### src/rtl/writeback_stage.sv
// ---------------------------------------------------------------------------
// writeback_stage
//
// Final pipeline stage. Holds the MEM/WB pipeline register, formats load
// data (byte/half-word select plus sign/zero extension), selects the
// writeback result and drives the register-file write port. result_w also
// serves as the WB forwarding source. The stage flags misaligned loads
// (which are suppressed and not retired) and keeps a 64-bit count of
// retired instructions.
//
// Ports
//   clk           in   rising-edge clock
//   rst_n         in   asynchronous, active-low reset
//   stall_w       in   hold the W register contents
//   flush_w       in   load a bubble into the W register (beats stall_w)
//   valid_m       in   M stage holds a real instruction
//   reg_write_m   in   instruction writes rd
//   res_src_m     in   00 ALU, 01 load, 10 pc+4, 11 immediate
//   funct3_m      in   load width/sign (LB/LH/LW/LBU/LHU)
//   rd_m          in   destination register
//   alu_result_m  in   ALU result / load byte address
//   read_data_m   in   raw word from data memory
//   pc_plus4_m    in   return address
//   imm_val_m     in   extended immediate
//   reg_write_w   out  register-file write enable
//   rd_w          out  register-file write address
//   result_w      out  register-file write data / forwarding value
//   misaligned_w  out  W instruction is a misaligned load
//   instret       out  retired-instruction count (wraps modulo 2^64)
// ---------------------------------------------------------------------------
module writeback_stage #(
  parameter int ADDRESS_WIDTH = 32,
  parameter int DATA_WIDTH    = 32
) (
  input  logic                     clk,
  input  logic                     rst_n,
  input  logic                     stall_w,
  input  logic                     flush_w,
  input  logic                     valid_m,
  input  logic                     reg_write_m,
  input  logic [1:0]               res_src_m,
  input  logic [2:0]               funct3_m,
  input  logic [4:0]               rd_m,
  input  logic [DATA_WIDTH-1:0]    alu_result_m,
  input  logic [DATA_WIDTH-1:0]    read_data_m,
  input  logic [ADDRESS_WIDTH-1:0] pc_plus4_m,
  input  logic [DATA_WIDTH-1:0]    imm_val_m,
  output logic                     reg_write_w,
  output logic [4:0]               rd_w,
  output logic [DATA_WIDTH-1:0]    result_w,
  output logic                     misaligned_w,
  output logic [63:0]              instret
);

  localparam logic [1:0] SRC_ALU  = 2'b00;
  localparam logic [1:0] SRC_LOAD = 2'b01;
  localparam logic [1:0] SRC_PC4  = 2'b10;
  localparam logic [1:0] SRC_IMM  = 2'b11;

  localparam logic [2:0] F3_LB  = 3'b000;
  localparam logic [2:0] F3_LH  = 3'b001;
  localparam logic [2:0] F3_LW  = 3'b010;
  localparam logic [2:0] F3_LBU = 3'b100;
  localparam logic [2:0] F3_LHU = 3'b101;

  // Select the addressed byte / half-word and extend it to full width.
  // Unlisted funct3 encodings pass the whole word through.
  function automatic logic [DATA_WIDTH-1:0] format_load(
    input logic [2:0]            funct3,
    input logic [1:0]            off,
    input logic [DATA_WIDTH-1:0] word
  );
    logic        [7:0]  byte_sel;
    logic        [15:0] half_sel;
    logic signed [7:0]  byte_s;
    logic signed [15:0] half_s;
    unique case (off)
      2'd0:    byte_sel = word[7:0];
      2'd1:    byte_sel = word[15:8];
      2'd2:    byte_sel = word[23:16];
      default: byte_sel = word[31:24];
    endcase
    half_sel = off[1] ? word[31:16] : word[15:0];
    byte_s   = $signed(byte_sel);
    half_s   = $signed(half_sel);
    case (funct3)
      F3_LB:   format_load = {{(DATA_WIDTH-8){byte_s[7]}}, byte_s};
      F3_LBU:  format_load = {{(DATA_WIDTH-8){1'b0}}, byte_sel};
      F3_LH:   format_load = {{(DATA_WIDTH-16){half_s[15]}}, half_s};
      F3_LHU:  format_load = {{(DATA_WIDTH-16){1'b0}}, half_sel};
      default: format_load = word;
    endcase
  endfunction

  // Half-word loads need an even address, word loads a word-aligned one.
  function automatic logic load_misaligned(
    input logic [1:0] res_src,
    input logic [2:0] funct3,
    input logic [1:0] off
  );
    logic half_bad;
    logic word_bad;
    half_bad = ((funct3 == F3_LH) || (funct3 == F3_LHU)) && off[0];
    word_bad = (funct3 == F3_LW) && (off != 2'b00);
    load_misaligned = (res_src == SRC_LOAD) && (half_bad || word_bad);
  endfunction

  // W pipeline register
  logic                     valid_q,      valid_d;
  logic                     reg_write_q,  reg_write_d;
  logic [1:0]               res_src_q,    res_src_d;
  logic [2:0]               funct3_q,     funct3_d;
  logic [4:0]               rd_q,         rd_d;
  logic [DATA_WIDTH-1:0]    alu_result_q, alu_result_d;
  logic [DATA_WIDTH-1:0]    read_data_q,  read_data_d;
  logic [ADDRESS_WIDTH-1:0] pc_plus4_q,   pc_plus4_d;
  logic [DATA_WIDTH-1:0]    imm_val_q,    imm_val_d;
  logic [63:0]              instret_q,    instret_d;

  logic                     misaligned;
  logic                     retire;
  logic [DATA_WIDTH-1:0]    pc_ext;
  logic [DATA_WIDTH-1:0]    load_val;

  // Flush wins over stall. Only valid/reg_write matter for a bubble, so the
  // data fields simply hold to avoid needless toggling.
  always_comb begin
    valid_d      = valid_q;
    reg_write_d  = reg_write_q;
    res_src_d    = res_src_q;
    funct3_d     = funct3_q;
    rd_d         = rd_q;
    alu_result_d = alu_result_q;
    read_data_d  = read_data_q;
    pc_plus4_d   = pc_plus4_q;
    imm_val_d    = imm_val_q;
    if (flush_w) begin
      valid_d     = 1'b0;
      reg_write_d = 1'b0;
    end else if (!stall_w) begin
      valid_d      = valid_m;
      reg_write_d  = reg_write_m;
      res_src_d    = res_src_m;
      funct3_d     = funct3_m;
      rd_d         = rd_m;
      alu_result_d = alu_result_m;
      read_data_d  = read_data_m;
      pc_plus4_d   = pc_plus4_m;
      imm_val_d    = imm_val_m;
    end
  end

  // A held instruction retires only on the edge where it leaves W, so the
  // count advances only when stall_w is low.
  assign retire    = valid_q & ~stall_w & ~misaligned;
  assign instret_d = retire ? instret_q + 64'd1 : instret_q;

  always_ff @(posedge clk or negedge rst_n) begin
    if (!rst_n) begin
      valid_q      <= 1'b0;
      reg_write_q  <= 1'b0;
      res_src_q    <= '0;
      funct3_q     <= '0;
      rd_q         <= '0;
      alu_result_q <= '0;
      read_data_q  <= '0;
      pc_plus4_q   <= '0;
      imm_val_q    <= '0;
      instret_q    <= '0;
    end else begin
      valid_q      <= valid_d;
      reg_write_q  <= reg_write_d;
      res_src_q    <= res_src_d;
      funct3_q     <= funct3_d;
      rd_q         <= rd_d;
      alu_result_q <= alu_result_d;
      read_data_q  <= read_data_d;
      pc_plus4_q   <= pc_plus4_d;
      imm_val_q    <= imm_val_d;
      instret_q    <= instret_d;
    end
  end

  // Writeback result selection (combinational from the W register)
  if (ADDRESS_WIDTH >= DATA_WIDTH) begin : g_pc_trunc
    assign pc_ext = pc_plus4_q[DATA_WIDTH-1:0];
  end else begin : g_pc_zext
    assign pc_ext = {{(DATA_WIDTH-ADDRESS_WIDTH){1'b0}}, pc_plus4_q};
  end

  assign load_val   = format_load(funct3_q, alu_result_q[1:0], read_data_q);
  assign misaligned = valid_q & load_misaligned(res_src_q, funct3_q, alu_result_q[1:0]);

  always_comb begin
    result_w = alu_result_q;
    unique case (res_src_q)
      SRC_ALU:  result_w = alu_result_q;
      SRC_LOAD: result_w = load_val;
      SRC_PC4:  result_w = pc_ext;
      SRC_IMM:  result_w = imm_val_q;
      default:  result_w = alu_result_q;
    endcase
  end

  assign reg_write_w  = valid_q & reg_write_q & (rd_q != 5'd0) & ~misaligned;
  assign rd_w         = rd_q;
  assign misaligned_w = misaligned;
  assign instret      = instret_q;

endmodule

### config.mk
export PLATFORM = sky130hd
export DESIGN_NAME = writeback_stage
export DESIGN_NICKNAME = d
export VERILOG_FILES = /design/src/rtl/writeback_stage.sv
export SDC_FILE = /design/constraint.sdc
export NUM_CORES = 1
export LEC_CHECK = 0
export CORE_MARGIN = 2
export CORE_UTILIZATION = 37
export DETAILED_ROUTE_END_ITERATION = 10
export SYNTH_ARGS = -nofsm -noshare
export SYNTH_HDL_FRONTEND = slang
export SYNTH_SLANG_ARGS = --single-unit
export TNS_END_PERCENT = 5
### constraint.sdc
create_clock -name clk -period 5.4 [get_ports clk]
set_clock_uncertainty 0.2 [all_clocks]
set_input_delay 1.08 -clock clk [delete_from_list [all_inputs] [get_ports clk]]
set_output_delay 1.08 -clock clk [all_outputs]
set_load 0.005 [all_outputs]
# Yosys cells after proc, flatten, opt, wreduce, memory -nomap -nowiden
# Index checks and enable logic that the tools add are counted.
# totals
register_bits	204
inputBits	144
word_cells	49
# classes
n_addsub	1
eq_ne	10
muxes	8
n_bitwise	9
reduce_logical	11
# op_table
operator	n
32-bit one-hot mux with 4 select lines	2
64-bit by 1-bit adder with 64-bit output, second input constant	1
8-bit one-hot mux with 3 select lines	1
16-bit 2-to-1 mux	1
1-bit AND	6
2-bit == test, second input constant	3
3-bit == test, second input constant	2
5-bit nonzero test	1
2-bit by 1-bit == test with 1-bit output, second input constant	2
2-bit logical NOT	2
1-bit 2-to-1 mux	4
3-bit by 1-bit == test with 1-bit output, second input constant	1
3-bit by 2-bit == test with 1-bit output, second input constant	1
1-bit logical AND	3
3-bit logical NOT	1
1-bit NOT	3
1-bit logical OR	2
2-bit by 1-bit inequality test with 1-bit output, second input constant	1
2-bit AND reduction	1
2-bit nonzero test	1

# Logic depth before layout (Yosys ltp)
# depth
depth_word	8
mapped_depth	8
ltp_nobuf	6

# Least setup slack after synthesis
# OpenSTA, ideal clock, no wires.
# synth_path
path_type	register to output
start	reg funct3_q[0]
end	out result_w[18]
arrival_ns	1.603
required_time_ns	4.120
slack_ns	2.517
stages_incl_launch_ff	7
n_path_buf	2
path_cell_list	dfrtp_1 -> buf_2 -> o311ai_0 -> a221oi_1 -> o21ai_1 -> clkbuf_1 -> o21ai_0
# synth_between
elab_chain_cells	3
word_cells_on_any_way	6
# synth_lines
item	line_no	text
start, declared	112	logic [2:0] funct3_q, funct3_d;
start signal, assigned	174	funct3_q <= funct3_d;
3-bit == test (tied with other cells)	86	case (funct3)
32-bit one-hot mux with 4 select lines *	86	
32-bit one-hot mux with 4 select lines *	196	unique case (res_src_q)
end, declared	50	output logic [DATA_WIDTH-1:0] result_w,
# Mark *: on every way between the ends. The rest lies on a longest branch, timed or not.

# Final worst setup path
# layout_path
start	reg alu_result_q[1]
end	out result_w[18]
# layout_between
elab_chain_cells	4
word_cells_on_any_way	7
# layout_lines
item	line_no	text
start, declared	114	logic [DATA_WIDTH-1:0] alu_result_q, alu_result_d;
start signal, assigned	176	alu_result_q <= alu_result_d;
2-bit == test (tied with other cells)	77	unique case (off)
8-bit one-hot mux with 3 select lines	77	
32-bit one-hot mux with 4 select lines *	86	
32-bit one-hot mux with 4 select lines *	196	
# Marked as above.

==> summary.md <==
| Metric | Value |
|---|---|
| Crit path time final | roughly 4.8 ns |
| Clock latency on the worst-skew pair | between 0.5 and 0.6 ns |
| CP max stage delay | around 0.92 ns |
| Final slew viol count | 0 |
| Final Wtd Congestion | 0.845 |
| Hold Slack | 0.284 ns |
| Power consumption | ~4.2 mW |
| Yosys warnings | 0 |
| Largest net degree at the start of global routing | 118 |
| Core box area | 26000 sq um |
| Crit start category | register |
| WP data required | 4.12 ns |
| Antenna-violating nets left | 0 |
| Synth area leaders | dfrtp_1 52%, mux2_2 14%, xor2_1 3.1% |
| Critical path type | register to output pin |
| Setup violators final | 0 |
| Post_cts resized | 0 |
| GRT Residual Overflow | 0 |
| Die area | about 28000 sq um |
| Post-synth EDFFs | 0 |
| Critical path, cell by cell | inv_1 -> o311ai_0 -> a221oi_1 -> o21ai_1 -> o21ai_0 -> clkdlybuf4s50_1 |
| Max-cap viol count | 0 |
| Synthesis-to-finish area growth | 35.5% |
| Syn Area/Cell | 11.0 sq um |
| CP Capture Type | output pin |
| CTS tree | yes |
| Share of cells above drive strength 1 | 17.3% |
| WP data arrival | 3.50 ns |
| GR Util met1 | 28.5% |
| Seq/Total Area, Yosys | 52.3% |
| Library cells used by synthesis | 54 |
| Max Fclk | 209 MHz |
| Most Crowded Layer GR | met2 |
| Initial antenna violation count | 1 |
| Worst hold-check path type | register to register |
| Root Buffer | clkbuf_16 |
| Number of buffers added on ports | 246 |
| Clock Tree Buf Depth | 3 |
| Final TNS setup | 0 ns |
| RSZ-0062 raised after global routing | false |
| Prevailing post-synth register cell | dfrtp_1 |
| Vias in the first global route | approximately 7700 |
| Initial Utilization | around 38% |
| Final-stage net count | 1257 |
| Status | completed |
| Reg clk slew, reported paths | about 0.06 ns |
| DP HPWL | around 20000 um |
| Yosys top cell by area | dfrtp_1 |
| Slowest-stage cell, CP | o21ai_1 |
| PnR worst setup slack | about 0.62 ns |
| VDD IR max | 213 uV |
| Cts hold-fix bufs | 0 |
| Final Cycle Share | around nine tenths |
| Vias | about 7600 |
| Slew @ Worst Pin | approximately 1.2 ns |
| Critical-path maximum fanout | 22 |
| Final Hold Fails | 0 |
| Num rows | 59 |
| IO Pins | about 250 |
| Post-place setup slack | 1.19 ns |
| TritonCTS Sinks | 204 |
| CTS H-tree lvls | 1 |
| Post-synth top area share | 52.3% |
| Synth Net Count | between 1000 and 1500 |
| Post-CTS Setup Bufs | 0 |
| Total Wirelength | 27800 um |
| Die width | 166 um |
| Post-DR vias/cell | 5.21 |
| WL/cell | 19.0 um |
| Leak | 5.56 nW |
| Util after Layout | approximately half |
| Synth Instances | around 890 |
| Met3 usage | 5.05% |
| Cell Area, Synth | 9760 sq um |
| Relative slew slack | around a fifth |
| GR Layer Usage met2 | ~30% |
| First-pass GRT wire length | around 44000 um |
| Iter 0 DRT Violations | 456 |
| Pwr dens | roughly 320 nW/um^2 |
| Fraction of registers with async set/reset | 100% |
| Total GRT Usage | 20.0% |
| First-pass detailed-route iteration total | 5 |
| Number of synthesized register bits | about 200 |
| Total CTS buffers | 23 |
| DRC viols | 0 |
| Die H | 166 um |
-- area by class of cell --
cell class	instances	area, sq um
Clock buffer	32	639
Timing Repair Buffer	256	2580
Antenna cell	1	2.50
Fill cell	2358	12800
Inverter	40	150
Multi-Input combinational cell	587	4270
Sequential cell	204	5100
Clock inverter	5	56.3
Tap cell	335	419
-- cells by family after synthesis --
kind of cell               count (synthesis)  synth area share (%)
AOI/OAI and AO/OA                        141                  9.40
xor gates and xnor gates                  63                  5.66
adders and majority gates                  1                 0.128
buffers and inverters                     94                  4.00
DFF                                      204                  52.3
muxes                                    129                  15.0
and+or+nand+nor                          253                  13.5
-- critical path: cells and delay by family, from the launching register on --
family,cells,cell delay [ns]
AO/OA/AOI/OAI,4,1.48
flip-flops,1,0.78
buffers and inverters,2,0.72
-- flip-flops by register name (all words and copies together) (netlist names) --
register      cells
alu_result_q     32
funct3_q          3
imm_val_q        32
instret          64
pc_ext           32
rd_w              5
read_data_q      32
reg_write_q       1
res_src_q         2
valid_q           1
-- power breakdown --
part	total, mW	leakage (nW)	internal, mW	switching (mW)
logic	0.879	2.72	0.489	0.390
clock network	1.48	0.339	0.867	0.615
registers	1.83	2.50	1.70	0.138
-- layer usage --
| metal | routed length (um) | up-vias |
|---|---|---|
| li1 | - | 3581 |
| met1 | 12800 | 3726 |
| met2 | 12200 | 253 |
| met3 | 2060 | 48 |
| met4 | 725 | 2 |
| met5 | 13 | - |
-- cells in the final DEF (no fill, tap or decap), types with 8 or more instances in the layout --
master             n
nor3_1            13
dfrtp_1          204
nand4_1           17
clkbuf_16         23
nand3_1           24
nor4_2             8
a21oi_1           47
o21ai_0           38
o221ai_1          20
nor4_1            11
nand2_1           81
mux2_2           125
clkdlybuf4s50_1  245
and3_1             9
nor2_1            56
inv_1             39
xnor2_1           28
xor2_1            35
-- through the flow --
stage,cells,cell area (sq um)
after floorplan,885,9760
after global placement,1422,12500
after detailed placement,1422,12500
after CTS,1459,13200
after global routing,1459,13200
final,1460,13200
-- cell usage after synthesis (3+ instances only) --
library cell / n
o211ai_1: 3
o221ai_1: 20
o21ai_0: 38
a21oi_1: 47
mux2i_1: 3
o22ai_1: 3
nand4_1: 17
buf_4: 4
nor3_1: 13
mux2_2: 125
nor3_2: 7
a221o_1: 7
xor2_1: 35
clkbuf_1: 41
o21ai_1: 3
and3_1: 9
or3_1: 4
nand2b_1: 7
nor4_1: 11
nand3_1: 24
and4_1: 4
nor2_1: 57
a221oi_1: 3
inv_1: 39
a31oi_1: 3
buf_2: 6
nand2_1: 81
nor4_2: 8
xnor2_1: 28
dfrtp_1: 204
-- path summary, 6_finish.rpt --
kind | startpoint | endpoint | slack [ns] | cells past startpoint
worst max-delay path | alu_result_q[1]$_DFFE_PN0P_ | result_w[18] | 0.62 | 6
worst min-delay path | instret[63]$_DFFE_PN0P_ | instret[63]$_DFFE_PN0P_ | 0.28 | 1
worst max register to register | funct3_q[1]$_DFFE_PN0P_ | instret[56]$_DFFE_PN0P_ | 2.43 | 6
worst min register to register | instret[63]$_DFFE_PN0P_ | instret[63]$_DFFE_PN0P_ | 0.28 | 1
max in group asynchronous | rst_n | pc_ext[11]$_DFFE_PN0P_ | 3.46 | 2
min in group asynchronous | rst_n | instret[41]$_DFFE_PN0P_ | 0.51 | 1
Note: power is estimated with default switching activity, not from simulation.
